===== config.mk =====
export PLATFORM = sky130hd
export DESIGN_NAME = ap_seq
export DESIGN_NICKNAME = d
export VERILOG_FILES = /design/src/rtl/ap_seq_pkg.sv /design/src/rtl/ap_seq_lut.sv /design/src/rtl/ap_seq.sv
export SDC_FILE = /design/constraint.sdc
export NUM_CORES = 1
export LEC_CHECK = 0
export CAP_MARGIN = 15
export CORE_AREA = 2 2 441 443
export CTS_CLUSTER_SIZE = 14
export DETAILED_ROUTE_END_ITERATION = 8
export DIE_AREA = 0 0 443 445
export SETUP_SLACK_MARGIN = 0.05
export SLEW_MARGIN = 20
export SYNTH_ARGS = -nofsm -noshare
export SYNTH_HDL_FRONTEND = slang
export SYNTH_SLANG_ARGS = --single-unit

===== constraint.sdc =====
create_clock -name clock -period 12.1 [get_ports clock]
set_clock_uncertainty 0.2 [all_clocks]
set_input_delay 1.21 -clock clock [delete_from_list [all_inputs] [get_ports clock]]
set_output_delay 1.21 -clock clock [all_outputs]
set_load 0.02 [all_outputs]

===== src/rtl/ap_seq_pkg.sv =====
// ap_seq_pkg -- shared types and constants for the associative-processor
// operation sequencer (ap_seq) and its pass lookup (ap_seq_lut).
//
// Contents:
//   state_e            sequencer FSM states
//   OP_ADD / OP_SUB    command op codes
//   N_PASSES, PASS_W   compare/write passes per operand bit
//   ADD_KEY / ADD_VAL  ADD pass keys (c,b,a) and write values (c',b')
//   SUB_KEY / SUB_VAL  SUB (borrow) pass keys and write values
//
// Optional feature macro: AP_SEQ_SUB_EN (the SUB tables are only consumed
// when it is defined).

package ap_seq_pkg;

    typedef enum logic [2:0] {
        S_IDLE  = 3'd0,
        S_CHECK = 3'd1,
        S_CLR   = 3'd2,
        S_CMP   = 3'd3,
        S_WR    = 3'd4,
        S_DONE  = 3'd5
    } state_e;

    localparam logic OP_ADD = 1'b0;
    localparam logic OP_SUB = 1'b1;

    localparam int N_PASSES = 4;
    localparam int PASS_W   = 2;

    // Pass order matters: a row rewritten by one pass must never match a
    // later pass of the same bit.
    // ADD (c,b,a) -> (c',b')
    localparam logic [2:0] ADD_KEY [N_PASSES] = '{3'b011, 3'b001, 3'b100, 3'b110};
    localparam logic [1:0] ADD_VAL [N_PASSES] = '{2'b10,  2'b01,  2'b01,  2'b10};

    // SUB with borrow: B <- B - A - borrow
    localparam logic [2:0] SUB_KEY [N_PASSES] = '{3'b001, 3'b011, 3'b110, 3'b100};
    localparam logic [1:0] SUB_VAL [N_PASSES] = '{2'b11,  2'b00,  2'b00,  2'b11};

endpackage


===== src/rtl/ap_seq_lut.sv =====
// ap_seq_lut -- combinational lookup from (op, pass index) to the CAM
// compare key (c,b,a) and the write value (c',b') of that pass.
//
// Ports:
//   op_i    command op (OP_ADD / OP_SUB)
//   pass_i  pass index within the current bit, 0..N_PASSES-1
//   key_o   3-bit compare key, {carry, b, a}
//   val_o   2-bit write value, {carry', b'}
//
// Optional feature macro: AP_SEQ_SUB_EN. When undefined only the ADD table
// exists and op_i has no effect (the sequencer rejects SUB before any pass).

module ap_seq_lut
    import ap_seq_pkg::*;
(
    input  logic              op_i,
    input  logic [PASS_W-1:0] pass_i,
    output logic [2:0]        key_o,
    output logic [1:0]        val_o
);

`ifdef AP_SEQ_SUB_EN
    always_comb begin
        key_o = ADD_KEY[pass_i];
        val_o = ADD_VAL[pass_i];
        if (op_i == OP_SUB) begin
            key_o = SUB_KEY[pass_i];
            val_o = SUB_VAL[pass_i];
        end
    end
`else
    logic unused_op;
    assign unused_op = op_i;

    always_comb begin
        key_o = ADD_KEY[pass_i];
        val_o = ADD_VAL[pass_i];
    end
`endif

endmodule


===== src/rtl/ap_seq.sv =====
// ap_seq -- bit-serial operation sequencer for the associative-processor CAM.
// Turns one host command into CLR + (CMP, WR) x 4 passes per bit, computing
// B <- B + A (or B - A) in place across every CAM row, using a carry column.
// While idle the host single-word read/write path passes straight through;
// while a command runs host writes are dropped.
//
// Command handshake: start is a one-cycle strobe honoured only while busy is
// low; the command fields are captured on that edge. busy rises the next
// cycle and stays high through the done cycle. done is a one-cycle pulse, and
// err is meaningful only while done is high (1 = command rejected, no CAM
// write performed). start while busy is ignored.
//
// Ports:
//   clock, rst            rising-edge clock, asynchronous active-low reset
//   start, op             command strobe and op (0 ADD, 1 SUB)
//   a_base, b_base, c_pos LSB of A, LSB of B (result), carry column
//   nbits                 operand width
//   busy, done, err       status
//   host_addr/din/we/dout host single-word access
//   cam_*                 CAM control outputs; cam_tags/cam_doutb from CAM
//   dbg_state_o           current FSM state, for observation only
//
// Optional feature macro: AP_SEQ_SUB_EN (enables op = 1; otherwise rejected).

module ap_seq
    import ap_seq_pkg::*;
#(
    parameter int WORD_SIZE  = 8,
    parameter int CELL_QUANT = 512,
    parameter int BIT_W      = $clog2(WORD_SIZE)
) (
    input  logic                          clock,
    input  logic                          rst,
    input  logic                          start,
    input  logic                          op,
    input  logic [BIT_W-1:0]              a_base,
    input  logic [BIT_W-1:0]              b_base,
    input  logic [BIT_W-1:0]              c_pos,
    input  logic [BIT_W:0]                nbits,
    output logic                          busy,
    output logic                          done,
    output logic                          err,
    input  logic [$clog2(CELL_QUANT)-1:0] host_addr,
    input  logic [WORD_SIZE-1:0]          host_din,
    input  logic                          host_we,
    output logic [WORD_SIZE-1:0]          host_dout,
    output logic [$clog2(CELL_QUANT)-1:0] cam_addr_in,
    output logic                          cam_mode,
    output logic [CELL_QUANT-1:0]         cam_cell_wea_ctrl_ap,
    output logic                          cam_wea,
    output logic [WORD_SIZE-1:0]          cam_dina,
    output logic [WORD_SIZE-1:0]          cam_key,
    output logic [WORD_SIZE-1:0]          cam_mask,
    output logic                          cam_direction,
    output logic                          cam_internal_col_in,
    input  logic [CELL_QUANT-1:0]         cam_tags,
    input  logic [WORD_SIZE-1:0]          cam_doutb,
    output state_e                        dbg_state_o
);

    localparam logic [BIT_W+1:0] WORD_LIM = (BIT_W+2)'(WORD_SIZE);

    state_e            state_q, state_d;

    // latched command
    logic              op_q, op_d;
    logic [BIT_W-1:0]  a_base_q, a_base_d;
    logic [BIT_W-1:0]  b_base_q, b_base_d;
    logic [BIT_W-1:0]  c_pos_q, c_pos_d;
    logic [BIT_W:0]    nbits_q, nbits_d;

    // loop position: operand bit and pass within the bit
    logic [BIT_W-1:0]  bit_q, bit_d;
    logic [PASS_W-1:0] pass_q, pass_d;

    // registered control outputs
    logic              busy_q, busy_d;
    logic              done_q, done_d;
    logic              err_q, err_d;
    logic              mode_q, mode_d;
    logic              wea_q, wea_d;
    logic              all_rows_q, all_rows_d;
    logic              tag_rows_q, tag_rows_d;
    logic [WORD_SIZE-1:0] key_q, key_d;
    logic [WORD_SIZE-1:0] mask_q, mask_d;
    logic [WORD_SIZE-1:0] dina_q, dina_d;
    logic [CELL_QUANT-1:0] tag_q;

    logic              illegal;
    logic              sub_reject;
    logic              last_bit;
    logic [BIT_W-1:0]  a_idx, b_idx;
    logic [2:0]        lut_key;
    logic [1:0]        lut_val;

    // ------------------------------------------------------------------
    // Command legality, evaluated on the latched fields during CHECK.
    // Widened by two bits so base + nbits cannot wrap.
    // ------------------------------------------------------------------
    logic [BIT_W+1:0] a_lo, b_lo, c_ext, n_ext, a_hi, b_hi;

    assign a_lo  = {2'b00, a_base_q};
    assign b_lo  = {2'b00, b_base_q};
    assign c_ext = {2'b00, c_pos_q};
    assign n_ext = {1'b0, nbits_q};
    assign a_hi  = a_lo + n_ext;
    assign b_hi  = b_lo + n_ext;

`ifdef AP_SEQ_SUB_EN
    assign sub_reject = 1'b0;
`else
    assign sub_reject = (op_q == OP_SUB);
`endif

    assign illegal = (nbits_q == '0)
                   | (a_hi > WORD_LIM)
                   | (b_hi > WORD_LIM)
                   | ((a_lo < b_hi) && (b_lo < a_hi))
                   | ((c_ext >= a_lo) && (c_ext < a_hi))
                   | ((c_ext >= b_lo) && (c_ext < b_hi))
                   | sub_reject;

    assign last_bit = ({1'b0, bit_q} == (nbits_q - (BIT_W+1)'(1)));

    // ------------------------------------------------------------------
    // Next-state logic
    // ------------------------------------------------------------------
    always_comb begin
        state_d  = state_q;
        op_d     = op_q;
        a_base_d = a_base_q;
        b_base_d = b_base_q;
        c_pos_d  = c_pos_q;
        nbits_d  = nbits_q;
        bit_d    = bit_q;
        pass_d   = pass_q;
        err_d    = 1'b0;

        case (state_q)
            S_IDLE: begin
                if (start) begin
                    op_d     = op;
                    a_base_d = a_base;
                    b_base_d = b_base;
                    c_pos_d  = c_pos;
                    nbits_d  = nbits;
                    state_d  = S_CHECK;
                end
            end
            S_CHECK: begin
                if (illegal) begin
                    state_d = S_DONE;
                    err_d   = 1'b1;
                end else begin
                    state_d = S_CLR;
                end
            end
            S_CLR: begin
                bit_d   = '0;
                pass_d  = '0;
                state_d = S_CMP;
            end
            S_CMP: begin
                state_d = S_WR;
            end
            S_WR: begin
                if (pass_q == PASS_W'(N_PASSES - 1)) begin
                    if (last_bit) begin
                        state_d = S_DONE;
                    end else begin
                        bit_d   = bit_q + BIT_W'(1);
                        pass_d  = '0;
                        state_d = S_CMP;
                    end
                end else begin
                    pass_d  = pass_q + PASS_W'(1);
                    state_d = S_CMP;
                end
            end
            S_DONE: begin
                state_d = S_IDLE;
            end
            default: begin
                state_d = S_IDLE;
            end
        endcase
    end

    // ------------------------------------------------------------------
    // Output decode. Controls are computed for the state being entered so
    // they can be registered and still line up with that state's cycle.
    // ------------------------------------------------------------------
    assign a_idx = a_base_q + bit_d;
    assign b_idx = b_base_q + bit_d;

    ap_seq_lut u_lut (
        .op_i   (op_q),
        .pass_i (pass_d),
        .key_o  (lut_key),
        .val_o  (lut_val)
    );

    always_comb begin
        busy_d     = (state_d != S_IDLE);
        done_d     = (state_d == S_DONE);
        mode_d     = (state_d == S_CLR) || (state_d == S_WR);
        wea_d      = (state_d == S_CLR) || (state_d == S_WR);
        all_rows_d = (state_d == S_CLR);
        tag_rows_d = (state_d == S_WR);
        key_d      = '0;
        mask_d     = '0;
        dina_d     = '0;

        case (state_d)
            S_CLR: begin
                mask_d[c_pos_q] = 1'b1;
            end
            S_CMP: begin
                mask_d[c_pos_q] = 1'b1;
                mask_d[b_idx]   = 1'b1;
                mask_d[a_idx]   = 1'b1;
                key_d[c_pos_q]  = lut_key[2];
                key_d[b_idx]    = lut_key[1];
                key_d[a_idx]    = lut_key[0];
            end
            S_WR: begin
                mask_d[c_pos_q] = 1'b1;
                mask_d[b_idx]   = 1'b1;
                dina_d[c_pos_q] = lut_val[1];
                dina_d[b_idx]   = lut_val[0];
            end
            default: begin
            end
        endcase
    end

    // ------------------------------------------------------------------
    // Registers
    // ------------------------------------------------------------------
    always_ff @(posedge clock or negedge rst) begin
        if (!rst) begin
            state_q    <= S_IDLE;
            op_q       <= OP_ADD;
            a_base_q   <= '0;
            b_base_q   <= '0;
            c_pos_q    <= '0;
            nbits_q    <= '0;
            bit_q      <= '0;
            pass_q     <= '0;
            busy_q     <= 1'b0;
            done_q     <= 1'b0;
            err_q      <= 1'b0;
            mode_q     <= 1'b0;
            wea_q      <= 1'b0;
            all_rows_q <= 1'b0;
            tag_rows_q <= 1'b0;
            key_q      <= '0;
            mask_q     <= '0;
            dina_q     <= '0;
        end else begin
            state_q    <= state_d;
            op_q       <= op_d;
            a_base_q   <= a_base_d;
            b_base_q   <= b_base_d;
            c_pos_q    <= c_pos_d;
            nbits_q    <= nbits_d;
            bit_q      <= bit_d;
            pass_q     <= pass_d;
            busy_q     <= busy_d;
            done_q     <= done_d;
            err_q      <= err_d;
            mode_q     <= mode_d;
            wea_q      <= wea_d;
            all_rows_q <= all_rows_d;
            tag_rows_q <= tag_rows_d;
            key_q      <= key_d;
            mask_q     <= mask_d;
            dina_q     <= dina_d;
        end
    end

    // Match vector captured at the end of each CMP; it becomes the row
    // write-enable set for the following WR.
    always_ff @(posedge clock or negedge rst) begin
        if (!rst) begin
            tag_q <= '0;
        end else if (state_q == S_CMP) begin
            tag_q <= cam_tags;
        end
    end

    // ------------------------------------------------------------------
    // Outputs
    // ------------------------------------------------------------------
    assign busy  = busy_q;
    assign done  = done_q;
    assign err   = err_q;

    // Host write path is live only in IDLE; elsewhere host_we is dropped.
    assign cam_wea     = (state_q == S_IDLE) ? host_we  : wea_q;
    assign cam_dina    = (state_q == S_IDLE) ? host_din : dina_q;
    assign cam_addr_in = host_addr;
    assign host_dout   = cam_doutb;

    assign cam_mode = mode_q;
    assign cam_key  = key_q;
    assign cam_mask = mask_q;

    // CLR writes every row, WR writes the rows that matched the last CMP.
    assign cam_cell_wea_ctrl_ap = all_rows_q ? {CELL_QUANT{1'b1}}
                                : (tag_rows_q ? tag_q : {CELL_QUANT{1'b0}});

    assign cam_direction       = 1'b0;
    assign cam_internal_col_in = 1'b0;
    assign dbg_state_o         = state_q;

endmodule


==> metrics.md <==
| Metric | Value |
|---|---|
| Top cell type by total area after synthesis | dfrtp_1 |
| Count of cell types in the netlist | 65 |
| Reg power frac | 0.369 |
| DR iter-0 viols | 2353 |
| Clk sinks | 564 |
| Pwr/cell area | 248.6 nW/um2 |
| CTS tree | done |
| Register Area | 14120 um2 |
| GRT overflow | 0 |
| Slowest-stage cell, CP | buf_4 |
| Reg2reg setup slack | 7.37 ns |
| Least-Margin Pin Slew | 1.324 ns |
| Die X | 443 um |
| Register area share after synthesis | 0.5158 |
| Setup violators final | 0 |
| Setup crit start kind | flip-flop |
| Utilization after layout | 0.2252 |
| Final period util | 0.4849 |
| Hold EP | tag_q[431] |
| Worst-path fanout max | 110 |
| P_sw | 4.707 mW |
| Final WL | 176.8 mm |
| Wire length per cell | 26.08 um |
| Port bufs | 1081 |
| Row count | 161 |
| Die area | 197100 um2 |
| Asr flop ratio synth | 1.000 |
| CTS Hold Buffers Added | 0 |
| Maximum vdd ir drop | 0.1040 mV |
| Share of post-route cells with drive strength above 1 | 0.04409 |
| H-Tree Depth | 3 |
| Post-CTS Setup Repair Bufs | 0 |
| Final hold violations | 0 |
| Lkg Pwr | 23.12 nW |
| Pre-CTS setup slack | 7.053 ns |
| Fin area | 43240 um2 |
| First-pass GRT wire length | 236.5 mm |
| Largest cells by area after synthesis | dfrtp_1 (52%), nand2_1 (22%), a21o_1 (14%) |
| Syn-to-layout area delta | 58.00% |
| Dpl hpwl | 141.2 mm |
| Clk slew on worst S/H paths | 0.06 ns |
| Slowest stage delay, CP | 0.96 ns |
| WP data arrival | 4.46 ns |
| Top-area cell type share of the netlist area | 0.5158 |
| CP bufs+invs | 3 |
| Ys Warns | 0 |
| Fmax | 0.1704 GHz |
| GPL Wtd Cong | 0.9360 |
| Kind of critical path | reg -> out |
| Initial Util | 0.1425 |
| Switching share of power | 0.4380 |
| Internal power | 6.039 mW |
| CTS resizes | 0 |
| Fin. max-slew vios | 0 |
| Worst slew margin | 0.1171 |
| Clock buffer depth | 3 |
| Antenna-violating nets left | 0 |
| Die H | 445 um |
| TritonCTS Buffers | 77 |
| Reg2reg start | nbits_q[1] |
| Tmin final | 5.867 ns |
| Status | complete, no violations |
| Layout Cells excl Fill | 6779 |
| Hold Slack | 0.2724 ns |
| Ports | 1118 |
| Multi-input logic area | 12110 um2 |
| Total power | 10.75 mW |
| Nets | 4739 |
| CTS Root Buffer Type | clkbuf_16 |
| Cells after synthesis | 3233 |
| DRC Markers | 0 |
| Delay-heaviest family, CP | buffers and inverters |
| Largest net degree at the start of global routing | 228 |
| Total Neg Setup Slack | 0 ns |
| Cells along the critical path | buf_4 -> buf_4 -> a21o_1 -> clkdlybuf4s50_1 |
| FF+latch count, synth | 564 |
| Min-delay src | tag_q[431] |
| Most numerous cell in the Yosys netlist | nand2_1 |
| Crit-path most repeated cell | buf_4 |
| Post-synth EDFFs | 0 |
| RSZ-0062 raised after global routing | false |
| Logic pwr share | 0.408 |
| Top cells by count, synth | nand2_1 (1575), dfrtp_1 (564), a21o_1 (517), clkbuf_1 (234), a21oi_1 (26) |
| Drt pass-1 iters | 5 |
| Via/cell ratio | 4.046 |
| Final worst slack | 6.233 ns |
| Dpl cells | 6602 |
| Setup crit end kind | output port |
| Fillers | 21070 |
| Req. time, crit path | 10.69 ns |
| Vias in the first global route | 27190 |
| Latest clock arrival within the worst-skew pair | 0.68 ns |
| Reg2reg end | cam_key[6] |
| Core Area | 192000 um2 |
| Synth Area per Inst | 8.464 um2 |
| Post-Syn Area | 27360 um2 |
| Path type of the worst min-delay path | reg -> reg |
| Max-cap violations | 0 |
| Worst Hold Depth | 2 |
| R2R depth | 15 |
| Initial antenna violation count | 117 |
| Clk network pwr share | 0.223 |
| Top_reg_cell synth | dfrtp_1 |
| Total GRT Usage | 0.1731 |
| Placed inst area | 40560 um2 |
| Vias | 27430 |
==> routing by layer <==
layer  part of all wire  track usage  vias up
met5             0.0011            0        -
met4              0.047      0.07975       28
met3              0.068      0.04350      346
met2               0.51       0.3036     1240
met1               0.38       0.1964    13480
li1                   -            -    12340
==> flip-flops by register name, indices dropped and copies added (netlist names), 3 cells and up <==
register,count
a_base_q,3
b_base_q,3
bit_q,3
c_pos_q,3
cam_key,8
cam_mask,8
dbg_state_o,3
dina_q,8
nbits_q,4
tag_q,512
==> power by group through the flow <==
stage	Clock (mW)	Sequential, mW	Combinational [mW]
after floorplan	0	3.24	2.65
after detailed placement	0	4.02	4.39
after global placement	0	4.05	4.31
final	2.39	3.97	4.39
after global routing	2.55	4.05	4.81
after CTS	2.48	4.01	4.42
==> cells in the final DEF, fill, tap and decap left out, types with 5 or more instances in the layout <==
master / count
a21o_1: 517
a21oi_1: 26
a221oi_1: 8
a31oi_1: 10
buf_12: 6
buf_4: 19
bufinv_16: 6
clkbuf_1: 19
clkbuf_16: 79
clkbuf_8: 10
clkdlybuf4s50_1: 1080
clkinv_2: 12
clkinvlp_4: 7
dfrtp_1: 562
diode_2: 34
ha_1: 24
inv_1: 16
inv_6: 6
mux2_2: 14
mux2i_1: 18
nand2_1: 1575
nand3_1: 25
nand4_1: 8
nor2_1: 23
nor2b_1: 12
nor3_1: 8
nor3b_1: 7
o211ai_1: 5
o21ai_0: 14
o22ai_1: 25
o32ai_1: 8
==> worst register-to-register path, stage by stage, from the launching register on <==
cell      delay (ns)
dfrtp_1         0.49
inv_1           0.12
ha_1            0.22
xor2_2          0.19
nor4_4          0.32
o21a_1          0.24
nand2b_1        0.17
o21ai_0         0.15
ha_1            0.24
fa_1            0.44
xor2_1          0.78
nand3_1         0.21
o22ai_1         0.25
nor2_1          0.11
mux2i_1         0.14
o32ai_1         0.32
==> worst max-delay path by stage <==
stage | to | cells past startpoint | start | slack [ns]
2_1_floorplan | cam_key[4] | 15 | nbits_q[1] | 8.04
3_3_place_gp | cam_cell_wea_ctrl_ap[107] | 4 | all_rows_q | 7.12
3_5_place_dp | cam_cell_wea_ctrl_ap[154] | 4 | all_rows_q | 7.05
4_1_cts | cam_cell_wea_ctrl_ap[154] | 4 | all_rows_q | 6.26
5_1_grt | cam_cell_wea_ctrl_ap[154] | 4 | all_rows_q | 6.02
6_report | cam_cell_wea_ctrl_ap[261] | 4 | all_rows_q | 6.23
==> layout make-up <==
class / instances / area share
Inverter: 17 / 0.001649
Tap cell: 2526 / 0.07310
Antenna cell: 34 / 0.001968
Timing Repair Buffer: 1107 / 0.2571
Sequential cell: 564 / 0.3266
Clock inverter: 34 / 0.008855
Multi-Input combinational cell: 2389 / 0.2802
Clock buffer: 108 / 0.05056
==> kinds of logic (layout without fill, tap and decap cells) <==
logic type               Yosys count  after routing  share of synthesized area
flip-flops                       564            564                     0.5158
multiplexers                      33             33                    0.01317
buffers and inverters            281           1266                    0.04170
adder cells (fa/ha/maj)           28             28                    0.01390
AO/OA/AOI/OAI                    631            631                     0.1705
AND/OR/NAND/NOR                 1684           1684                     0.2398
other                              1             36                  0.0001370
XOR/XNOR                          11             11                   0.005030
No activity file was read; power rests on OpenSTA's default activity.
